### src/rtl/hazard_pkg.sv
// Shared types and constants for the pipeline hazard-control unit.
// Optional feature macro: HAZARD_PERF_CNT_EN (performance counters).
package hazard_pkg;

    typedef enum logic [0:0] {
        RUN     = 1'b0,
        MC_BUSY = 1'b1
    } hazard_state_e;

    localparam logic [1:0] FWD_NONE = 2'b00;
    localparam logic [1:0] FWD_WB   = 2'b01;
    localparam logic [1:0] FWD_MEM  = 2'b10;

endpackage

### src/rtl/hazard_ctrl_unit_if.sv
// Pipeline-side bundle between the 5-stage core and hazard_ctrl_unit.
// Counter signals exist only when HAZARD_PERF_CNT_EN is defined.
interface hazard_ctrl_unit_if #(
    parameter int REG_ADDR_W = 5,
    parameter int CNT_W      = 16
);
    logic [REG_ADDR_W-1:0] id_rs1, id_rs2, ex_rs1, ex_rs2, ex_rd, mem_rd, wb_rd;
    logic                  id_use_rs1, id_use_rs2;
    logic                  ex_memread, ex_is_mc, ex_branch_taken;
    logic                  mem_regwrite, wb_regwrite;

    logic                  pc_write, if_id_stall, if_id_flush;
    logic                  id_ex_stall, id_ex_flush, ex_mem_flush;
    logic [1:0]            fwd_a, fwd_b;
    logic                  mc_done;

`ifdef HAZARD_PERF_CNT_EN
    logic [CNT_W-1:0]      stall_cnt, flush_cnt, mc_cnt;

    modport master (
        output id_rs1, id_rs2, id_use_rs1, id_use_rs2, ex_rs1, ex_rs2, ex_rd,
               ex_memread, ex_is_mc, ex_branch_taken, mem_rd, mem_regwrite, wb_rd, wb_regwrite,
        input  pc_write, if_id_stall, if_id_flush, id_ex_stall, id_ex_flush, ex_mem_flush,
               fwd_a, fwd_b, mc_done, stall_cnt, flush_cnt, mc_cnt
    );
    modport slave (
        input  id_rs1, id_rs2, id_use_rs1, id_use_rs2, ex_rs1, ex_rs2, ex_rd,
               ex_memread, ex_is_mc, ex_branch_taken, mem_rd, mem_regwrite, wb_rd, wb_regwrite,
        output pc_write, if_id_stall, if_id_flush, id_ex_stall, id_ex_flush, ex_mem_flush,
               fwd_a, fwd_b, mc_done, stall_cnt, flush_cnt, mc_cnt
    );
`else
    logic unused_cnt_w;
    assign unused_cnt_w = (CNT_W > 0);

    modport master (
        output id_rs1, id_rs2, id_use_rs1, id_use_rs2, ex_rs1, ex_rs2, ex_rd,
               ex_memread, ex_is_mc, ex_branch_taken, mem_rd, mem_regwrite, wb_rd, wb_regwrite,
        input  pc_write, if_id_stall, if_id_flush, id_ex_stall, id_ex_flush, ex_mem_flush,
               fwd_a, fwd_b, mc_done
    );
    modport slave (
        input  id_rs1, id_rs2, id_use_rs1, id_use_rs2, ex_rs1, ex_rs2, ex_rd,
               ex_memread, ex_is_mc, ex_branch_taken, mem_rd, mem_regwrite, wb_rd, wb_regwrite,
        output pc_write, if_id_stall, if_id_flush, id_ex_stall, id_ex_flush, ex_mem_flush,
               fwd_a, fwd_b, mc_done
    );
`endif

endinterface

### src/rtl/hazard_mc_timer.sv
// Load/decrement latency counter with a zero flag for multi-cycle EX ops.
module hazard_mc_timer #(
    parameter int W = 3
) (
    input  logic         clk,
    input  logic         rst,
    input  logic         load,
    input  logic [W-1:0] load_val,
    input  logic         dec,
    output logic [W-1:0] cnt,
    output logic         zero
);

    always_ff @(posedge clk or negedge rst) begin
        if (!rst) begin
            cnt <= '0;
        end else if (load) begin
            cnt <= load_val;
        end else if (dec && (cnt != '0)) begin
            cnt <= cnt - W'(1);
        end
    end

    assign zero = (cnt == '0);

endmodule

### src/rtl/hazard_ctrl_unit.sv
// Central stall/flush/forwarding control for the 5-stage core, with mul/div sequencing.
// Optional HAZARD_PERF_CNT_EN adds saturating stall/flush/mc-start counters.
module hazard_ctrl_unit
    import hazard_pkg::*;
#(
    parameter int REG_ADDR_W = 5,
    parameter int MC_LAT     = 4,
    parameter int CNT_W      = 16
) (
    input  logic                clk,
    input  logic                rst,
    hazard_ctrl_unit_if.slave   hif
);

    localparam int         LEFT_W   = $clog2(MC_LAT) + 1;
    localparam bit         MC_MULTI = (MC_LAT > 1);
    localparam logic [LEFT_W-1:0] MC_LOAD = MC_MULTI ? LEFT_W'(MC_LAT - 2) : '0;
    localparam logic [0:0] S_RUN     = 1'(RUN);
    localparam logic [0:0] S_MC_BUSY = 1'(MC_BUSY);

    logic [0:0]        state, state_nxt;
    logic [LEFT_W-1:0] mc_left;
    logic              mc_zero, mc_load, mc_dec, mc_start, load_use;
    logic              pc_write, if_id_stall, if_id_flush, id_ex_stall, id_ex_flush;
    logic              ex_mem_flush, mc_done;

    function automatic logic [1:0] fwd_sel(
        input logic [REG_ADDR_W-1:0] src,
        input logic [REG_ADDR_W-1:0] m_rd,
        input logic                  m_we,
        input logic [REG_ADDR_W-1:0] w_rd,
        input logic                  w_we
    );
        logic [1:0] sel;
        sel = FWD_NONE;
        if (m_we && (m_rd != '0) && (m_rd == src)) begin
            sel = FWD_MEM;
        end else if (w_we && (w_rd != '0) && (w_rd == src)) begin
            sel = FWD_WB;
        end
        return sel;
    endfunction

    assign hif.fwd_a = fwd_sel(hif.ex_rs1, hif.mem_rd, hif.mem_regwrite, hif.wb_rd, hif.wb_regwrite);
    assign hif.fwd_b = fwd_sel(hif.ex_rs2, hif.mem_rd, hif.mem_regwrite, hif.wb_rd, hif.wb_regwrite);

    assign load_use = hif.ex_memread && (hif.ex_rd != '0) &&
                      ((hif.id_use_rs1 && (hif.id_rs1 == hif.ex_rd)) ||
                       (hif.id_use_rs2 && (hif.id_rs2 == hif.ex_rd)));

    hazard_mc_timer #(.W(LEFT_W)) u_mc_timer (
        .clk      (clk),
        .rst      (rst),
        .load     (mc_load),
        .load_val (MC_LOAD),
        .dec      (mc_dec),
        .cnt      (mc_left),
        .zero     (mc_zero)
    );

    always_comb begin
        state_nxt    = state;
        pc_write     = 1'b1;
        if_id_stall  = 1'b0;
        if_id_flush  = 1'b0;
        id_ex_stall  = 1'b0;
        id_ex_flush  = 1'b0;
        ex_mem_flush = 1'b0;
        mc_done      = 1'b0;
        mc_load      = 1'b0;
        mc_dec       = 1'b0;
        mc_start     = 1'b0;
        case (state)
            S_RUN: begin
                if (hif.ex_branch_taken) begin
                    if_id_flush = 1'b1;
                    id_ex_flush = 1'b1;
                end else if (hif.ex_is_mc && MC_MULTI) begin
                    mc_start     = 1'b1;
                    pc_write     = 1'b0;
                    if_id_stall  = 1'b1;
                    id_ex_stall  = 1'b1;
                    ex_mem_flush = 1'b1;
                    mc_load      = 1'b1;
                    state_nxt    = S_MC_BUSY;
                end else begin
                    if (load_use) begin
                        pc_write    = 1'b0;
                        if_id_stall = 1'b1;
                        id_ex_flush = 1'b1;
                    end
                    // Single-cycle "multi-cycle" op completes in place without holding the front end.
                    if (hif.ex_is_mc) begin
                        mc_start = 1'b1;
                        mc_done  = 1'b1;
                    end
                end
            end
            S_MC_BUSY: begin
                if (!mc_zero) begin
                    pc_write     = 1'b0;
                    if_id_stall  = 1'b1;
                    id_ex_stall  = 1'b1;
                    ex_mem_flush = 1'b1;
                    mc_dec       = 1'b1;
                end else begin
                    mc_done   = 1'b1;
                    state_nxt = S_RUN;
                end
            end
            default: state_nxt = S_RUN;
        endcase
    end

    always_ff @(posedge clk or negedge rst) begin
        if (!rst) begin
            state <= S_RUN;
        end else begin
            state <= state_nxt;
        end
    end

    assign hif.pc_write     = pc_write;
    assign hif.if_id_stall  = if_id_stall;
    assign hif.if_id_flush  = if_id_flush;
    assign hif.id_ex_stall  = id_ex_stall;
    assign hif.id_ex_flush  = id_ex_flush;
    assign hif.ex_mem_flush = ex_mem_flush;
    assign hif.mc_done      = mc_done;

`ifdef HAZARD_PERF_CNT_EN
    logic [CNT_W-1:0] stall_cnt, flush_cnt, mc_cnt;

    function automatic logic [CNT_W-1:0] sat_inc(input logic [CNT_W-1:0] v, input logic en);
        return (en && (v != '1)) ? v + CNT_W'(1) : v;
    endfunction

    always_ff @(posedge clk or negedge rst) begin
        if (!rst) begin
            stall_cnt <= '0;
            flush_cnt <= '0;
            mc_cnt    <= '0;
        end else begin
            stall_cnt <= sat_inc(stall_cnt, !pc_write);
            flush_cnt <= sat_inc(flush_cnt, if_id_flush);
            mc_cnt    <= sat_inc(mc_cnt, mc_start);
        end
    end

    assign hif.stall_cnt = stall_cnt;
    assign hif.flush_cnt = flush_cnt;
    assign hif.mc_cnt    = mc_cnt;
`else
    logic unused_cnt_w;
    assign unused_cnt_w = (CNT_W > 0) && mc_start;
`endif

endmodule

### src/flat_wrapper.sv
// flat-port wrapper written by rule: the top's interface ports become plain ports
module hazard_ctrl_unit_flat import hazard_pkg::*;
#(
    parameter int REG_ADDR_W = 5,
    parameter int MC_LAT     = 4,
    parameter int CNT_W      = 16
)
  (clk, rst, hif_id_rs1, hif_id_rs2, hif_id_use_rs1, hif_id_use_rs2, hif_ex_rs1, hif_ex_rs2, hif_ex_rd, hif_ex_memread, hif_ex_is_mc, hif_ex_branch_taken, hif_mem_rd, hif_mem_regwrite, hif_wb_rd, hif_wb_regwrite, hif_pc_write, hif_if_id_stall, hif_if_id_flush, hif_id_ex_stall, hif_id_ex_flush, hif_ex_mem_flush, hif_fwd_a, hif_fwd_b, hif_mc_done);
  hazard_ctrl_unit_if #(.REG_ADDR_W(REG_ADDR_W), .CNT_W(CNT_W)) hif_i ();
  input  logic clk;
  input  logic rst;
  input wire logic [$bits(hif_i.id_rs1)-1:0] hif_id_rs1;
  input wire logic [$bits(hif_i.id_rs2)-1:0] hif_id_rs2;
  input wire logic [$bits(hif_i.id_use_rs1)-1:0] hif_id_use_rs1;
  input wire logic [$bits(hif_i.id_use_rs2)-1:0] hif_id_use_rs2;
  input wire logic [$bits(hif_i.ex_rs1)-1:0] hif_ex_rs1;
  input wire logic [$bits(hif_i.ex_rs2)-1:0] hif_ex_rs2;
  input wire logic [$bits(hif_i.ex_rd)-1:0] hif_ex_rd;
  input wire logic [$bits(hif_i.ex_memread)-1:0] hif_ex_memread;
  input wire logic [$bits(hif_i.ex_is_mc)-1:0] hif_ex_is_mc;
  input wire logic [$bits(hif_i.ex_branch_taken)-1:0] hif_ex_branch_taken;
  input wire logic [$bits(hif_i.mem_rd)-1:0] hif_mem_rd;
  input wire logic [$bits(hif_i.mem_regwrite)-1:0] hif_mem_regwrite;
  input wire logic [$bits(hif_i.wb_rd)-1:0] hif_wb_rd;
  input wire logic [$bits(hif_i.wb_regwrite)-1:0] hif_wb_regwrite;
  output wire logic [$bits(hif_i.pc_write)-1:0] hif_pc_write;
  output wire logic [$bits(hif_i.if_id_stall)-1:0] hif_if_id_stall;
  output wire logic [$bits(hif_i.if_id_flush)-1:0] hif_if_id_flush;
  output wire logic [$bits(hif_i.id_ex_stall)-1:0] hif_id_ex_stall;
  output wire logic [$bits(hif_i.id_ex_flush)-1:0] hif_id_ex_flush;
  output wire logic [$bits(hif_i.ex_mem_flush)-1:0] hif_ex_mem_flush;
  output wire logic [$bits(hif_i.fwd_a)-1:0] hif_fwd_a;
  output wire logic [$bits(hif_i.fwd_b)-1:0] hif_fwd_b;
  output wire logic [$bits(hif_i.mc_done)-1:0] hif_mc_done;
  assign hif_i.id_rs1 = hif_id_rs1;
  assign hif_i.id_rs2 = hif_id_rs2;
  assign hif_i.id_use_rs1 = hif_id_use_rs1;
  assign hif_i.id_use_rs2 = hif_id_use_rs2;
  assign hif_i.ex_rs1 = hif_ex_rs1;
  assign hif_i.ex_rs2 = hif_ex_rs2;
  assign hif_i.ex_rd = hif_ex_rd;
  assign hif_i.ex_memread = hif_ex_memread;
  assign hif_i.ex_is_mc = hif_ex_is_mc;
  assign hif_i.ex_branch_taken = hif_ex_branch_taken;
  assign hif_i.mem_rd = hif_mem_rd;
  assign hif_i.mem_regwrite = hif_mem_regwrite;
  assign hif_i.wb_rd = hif_wb_rd;
  assign hif_i.wb_regwrite = hif_wb_regwrite;
  assign hif_pc_write = hif_i.pc_write;
  assign hif_if_id_stall = hif_i.if_id_stall;
  assign hif_if_id_flush = hif_i.if_id_flush;
  assign hif_id_ex_stall = hif_i.id_ex_stall;
  assign hif_id_ex_flush = hif_i.id_ex_flush;
  assign hif_ex_mem_flush = hif_i.ex_mem_flush;
  assign hif_fwd_a = hif_i.fwd_a;
  assign hif_fwd_b = hif_i.fwd_b;
  assign hif_mc_done = hif_i.mc_done;
  hazard_ctrl_unit #(.REG_ADDR_W(REG_ADDR_W), .MC_LAT(MC_LAT), .CNT_W(CNT_W)) u_core (.clk(clk), .rst(rst), .hif(hif_i));
endmodule
### config.mk
export PLATFORM = sky130hd
export DESIGN_NAME = hazard_ctrl_unit_flat
export DESIGN_NICKNAME = d
export VERILOG_FILES = /design/src/rtl/hazard_pkg.sv /design/src/rtl/hazard_ctrl_unit_if.sv /design/src/rtl/hazard_mc_timer.sv /design/src/rtl/hazard_ctrl_unit.sv /design/src/flat_wrapper.sv
export SDC_FILE = /design/constraint.sdc
export NUM_CORES = 1
export LEC_CHECK = 0
export BUFFER_PORTS_ARGS = -buffer_cell sky130_fd_sc_hd__buf_2
export CORE_MARGIN = 2
export CORE_UTILIZATION = 38
export CTS_CLUSTER_SIZE = 10
export DETAILED_ROUTE_END_ITERATION = 6
export PLACE_DENSITY = 0.88
export RECOVER_POWER = 50
export SYNTH_ARGS = -nofsm -noshare
export SYNTH_HDL_FRONTEND = slang
export SYNTH_SLANG_ARGS = --single-unit
### constraint.sdc
create_clock -name clk -period 1.9 [get_ports clk]
set_input_delay 0.285 -clock clk [delete_from_list [all_inputs] [get_ports clk]]
set_output_delay 0.285 -clock clk [all_outputs]
set_load 0.05 [all_outputs]
Word level (Yosys, flattened, before mapping)
Index checks and enable logic that the tools add are counted.
- bits in registers: 4
- logic and storage cells: 55
- output and inout bits: 11
- bits of input ports: 44
- mux-type cells: 27
- equality and inequality tests: 6
- reduce and logical (&&, ||, !) cells: 18
- bitwise gates (word level): 1
- $add $sub $neg: 1
- operators with widths (operator ; number):
    == test 5 bit ; 6
    two-way mux 1 bit ; 19
    nonzero test 5 bit ; 3
    logical AND 1 bit ; 11
    one-hot mux 1 bit (2 select lines) ; 4
    two-way mux 3 bit ; 2
    two-way mux 2 bit ; 2
    zero test 3 bit ; 1
    nonzero test 3 bit ; 1
    subtractor 3 x 1 -> 3 bit (second input constant) ; 1
    nonzero test 2 bit ; 1
    logical OR 1 bit ; 1
    inverter 1 bit ; 1

Longest topological paths before layout
- depth after elaboration: 8
- gate-level depth with buffers: 7
- mapped depth without buffers: 7

By module
From an unflattened synthesis, not the netlist that was laid out.
- cell total of the unflattened synthesis: 82
- area, all modules: 694.4 µm²
- by module, submodules not included (module ; seq. area each (µm²) ; area each (µm²) ; cells an instance ; instances):
    hazard_ctrl_unit ; 25.0 ; 504.2 ; 63 ; 1
    hazard_mc_timer ; 75.1 ; 190.2 ; 19 ; 1

Least setup slack after synthesis
Ideal clock, no wire load.
- path kind: in2out
- from: in hif_ex_rs1[4]
- to: out hif_fwd_a[0]
- path slack: -1035 ps
- arrival: 2650 ps
- stages on the path: 4
- path through: xnor2_1 -> nand3_1 -> nor4_1 -> nor4_2
- cells in the longest elaborated chain, start to end: 4
- elaborated cells between the ends (all ways): 6
- those cells by class: 2 x eq/ne; 2 x mux; 2 x reduce/logical
- ends and longest elaborated chain (item ; RTL line ; source):
    start: declaration ; flat_wrapper.sv:16 ; input wire logic [$bits(hif_i.ex_rs1)-1:0] hif_ex_rs1;
    == test 5 bit ; hazard_ctrl_unit.sv:38 ; end else if (w_we && (w_rd != '0) && (w_rd == src)) begin
    logical AND 1 bit ; hazard_ctrl_unit.sv:38 ;
    two-way mux 1 bit ; hazard_ctrl_unit.sv:38 ;
    two-way mux 2 bit (*) ; hazard_ctrl_unit.sv:36 ; if (m_we && (m_rd != '0) && (m_rd == src)) begin
    end: declaration ; flat_wrapper.sv:32 ; output wire logic [$bits(hif_i.fwd_a)-1:0] hif_fwd_a;
Mark *: on every way between the ends. The rest lies on a longest branch, timed or not.

Worst setup path after layout
- from: in hif_ex_rd[3]
- to: out hif_if_id_stall
- cells in the longest elaborated chain, start to end: 8
- elaborated cells between the ends (all ways): 12
- those cells by class: 2 x eq/ne; 4 x mux; 6 x reduce/logical
- ends and longest elaborated chain (item ; RTL line ; source):
    start: declaration ; flat_wrapper.sv:18 ; input wire logic [$bits(hif_i.ex_rd)-1:0] hif_ex_rd;
    == test 5 bit (on tied branches) ; hazard_ctrl_unit.sv:48, hazard_ctrl_unit.sv:49 ;
    logical AND 1 bit (on tied branches) ; hazard_ctrl_unit.sv:48, hazard_ctrl_unit.sv:49 ;
    logical OR 1 bit ; hazard_ctrl_unit.sv:48 ; ((hif.id_use_rs1 && (hif.id_rs1 == hif.ex_rd)) ||
    logical AND 1 bit (*) ; hazard_ctrl_unit.sv:47 ; assign load_use = hif.ex_memread && (hif.ex_rd != '0) &&
    two-way mux 1 bit (*) ; hazard_ctrl_unit.sv:87 ; if (load_use) begin
    two-way mux 1 bit (*) ; hazard_ctrl_unit.sv:78 ; end else if (hif.ex_is_mc && MC_MULTI) begin
    two-way mux 1 bit (*) ; hazard_ctrl_unit.sv:75 ; if (hif.ex_branch_taken) begin
    one-hot mux 1 bit (2 select lines) (*) ; hazard_ctrl_unit.sv:73 ; case (state)
    end: declaration ; flat_wrapper.sv:27 ; output wire logic [$bits(hif_i.if_id_stall)-1:0] hif_if_id_stall;
Marks and branches as above.

==> impl_metrics.toml <==
[detailed_routing]
dr.pass1.iters = 4
drc = 0
first_iter_violations = 8
wl_per_cell_um = 16.4
final_antenna_net_count = 0
drt-total-wl_um = 2790
routed_via_density = 5.45
vias = 926

[cts]
clk_pin_slew_worst_paths_ns = 0.04
clkSinkCount = 4
root_buffer = "clkbuf_4"
cts_max_level = 1
clock_path_buffers = 2
cts_tree = "done"
cts_buffers = 3
clk-insertion-delay-late_ns = 0.24

[sta]
max-slew-margin-rel_pct = 80.5
fmax_mhz = 520
fin_worst_skew_ns = 0.00293
rsz0062_at_grt = "yes"
period_minus_slack_ns = 1.92
worst_slack_ns = -0.0247
setup_violations = 2
tightest_slew_ns = 0.291
final.period_utilization_pct = 101
hold_violations = 0
slew_viol_final = 0

[synthesis]
synth.ff_latch_count = 4
synth_top_cell_by_area = "xor2_1"
synth_cell_types = 28
synth_warnings = 0
ys_top_cells_by_count = "22 x xor2_1, 8 x xnor2_1, 5 x inv_1, 5 x or4_1"
async_flop_share_pct = 100
ys_seq_area_share_pct = 15.1
netlist.area_leader.share_pct = 29.1
synth_cells = 77
yosys-top-cells-area = "xor2_1 29%, dfrtp_1 15%, xnor2_1 11%"
synthesis.area_um2 = 662
ys.flop_type = "dfrtp_1"
synth_area_per_cell_um2 = 8.60
syn_nets = 123
synth.most_common_cell = "xor2_1"
synth_edf_count = 0

[worst_setup_path]
path_max_fanout = 3
crit_arrival_ns = 1.64
cp-end-kind = "output pin"
cp.required_ns = 1.62
crit_path_start_kind = "input port"
path_class = "in2out"

[cells_and_area]
instances_no_fill = 170
drive_gt1_share_pct = 66.0
nNetsFinal = 201
final_util_pct = 81.3
num_antenna_cells = 0
final_area_um2 = 1370
area_growth_pct = 107

[power]
p_switching_uw = 685
pwr-share-seq_pct = 11.8
power_frac_clock_pct = 7.9
p_comb_share_pct = 80.2
power_density_nw_per_um2 = 1000
vdd_ir_drop_max_mv = 1.02
power.internal_uw = 695
leakage_uw = 0.000637
switching_share_pct = 49.6
p_total_uw = 1380

[grt]
overflow = 0
track_usage_pct = 26.7
antenna_found_initial = 0
grt_pass1_wl_um = 3860
grt_pass1_vias = 951
grt_max_degree = 8

[place]
gp_routability_congestion = 0.776
place_area_um2 = 1130
placed_cells = 160
detailedPlacementHpwl_um = 1980
portBuffers = 54

[floorplan]
die_area_um2 = 2090
rows = 15
fp.dieW_um = 45.7
coreArea_um2 = 1690
ios = 55
die_y_um = 45.7
initial_utilization_pct = 39.2

[hold_path]
hold_class = "in2async"

[run]
maxCapViolations = 0

[outcome]
violations = "negative setup slack"
status = "complete, but fails checks"
## per-stage QoR
stage / setup slack, ns / setup TNS [ns] / hold WS (ns)
finish: -0.0247 / -0.0315 / 0.401
global route: -0.0919 / -0.280 / 0.426
CTS: 0.00176 / 0 / 0.381
detailed placement: -0.145 / -0.536 / 0.0898
global placement: -0.0966 / -0.366 / 0.0879
floorplan: -0.112 / -0.314 / -0.0106
## worst max-delay path, stage by stage
cell     delay, ns
buf_8         0.10
xor2_2        0.17
nor4_2        0.32
a32oi_2       0.21
o41ai_4       0.34
buf_6         0.21
## power groups by stage
stage	combinational (uW)	sequential, uW	clock, uW
after floorplan	585	157	0
after global routing	1170	166	120
final	1110	163	109
after global placement	780	163	0
after CTS	965	172	113
after detailed placement	809	167	0
## layout by cell type (no fill, tap or decap), types with 2 or more instances in the layout
cell and n:
xor2_1 20, nand3_1 2, inv_2 2, buf_8 2
nor2_1 2, buf_2 39, buf_4 21, inv_1 3
dfrtp_1 3, nand2_1 2, or4_1 2, or4_4 3
nor4_2 2, nor4_4 4, buf_6 10, xnor2_1 8
clkbuf_4 3, xor2_2 2
## metal layers
metal	GRT usage (%)	part of all wire, %	vias to the layer above
met3	6.75	7.4	10
met2	54.4	59	48
met1	21.5	31	442
li1	-	-	426
met4	17.1	2.7	0
met5	0	0	-
## cells by family (layout without fill, tap and decap cells)
group,Yosys count,count (layout),share of synthesized area (%)
AO/OA/AOI/OAI,10,10,11.3
buffers and inverters,6,82,3.97
multiplexers,2,2,3.21
XOR/XNOR,30,30,39.7
flip-flops,4,4,15.1
adder cells (fa/ha/maj),2,2,3.78
AND/OR/NAND/NOR,23,23,22.9
## layout make-up
class,instances,area [um^2]
sequential,4,101
fill,111,317
timing repair buffer,74,509
tap,17,21.3
inverter,5,18.8
clock buffer,3,22.5
multi-input combinational,67,699
## what timing repair did
item / CTS / global route
hold buffers: 1 / 0
gates cloned: 0 / 0
endpoints found under the setup margin: 7 / 7
pin swaps: 7 / 6
gates resized for setup: 25 / 22
setup buffers: 4 / 2
endpoints found under the hold margin: 4 / 0
## registers in the layout (all words and copies together) (netlist names)
name / flops
u_core.u_mc_timer.cnt: 3
u_core.state: 1
## worst paths after layout
| path | start | endpoint | slack [ns] | cells past startpoint |
|---|---|---|---|---|
| worst max-delay path | hif_ex_rd[3] | hif_if_id_stall | -0.02 | 6 |
| worst min-delay path | rst | u_core.u_mc_timer.cnt[1] | 0.40 | 2 |
| worst max register to register | u_core.u_mc_timer.cnt[0] | u_core.u_mc_timer.cnt[2] | 0.49 | 6 |
| worst min register to register | u_core.u_mc_timer.cnt[0] | u_core.u_mc_timer.cnt[0] | 0.57 | 2 |
| max in group asynchronous | rst | u_core.state | 1.30 | 2 |
| min in group clk | hif_ex_is_mc | u_core.u_mc_timer.cnt[2] | 0.46 | 4 |
No activity file was read; power rests on OpenSTA's default activity.
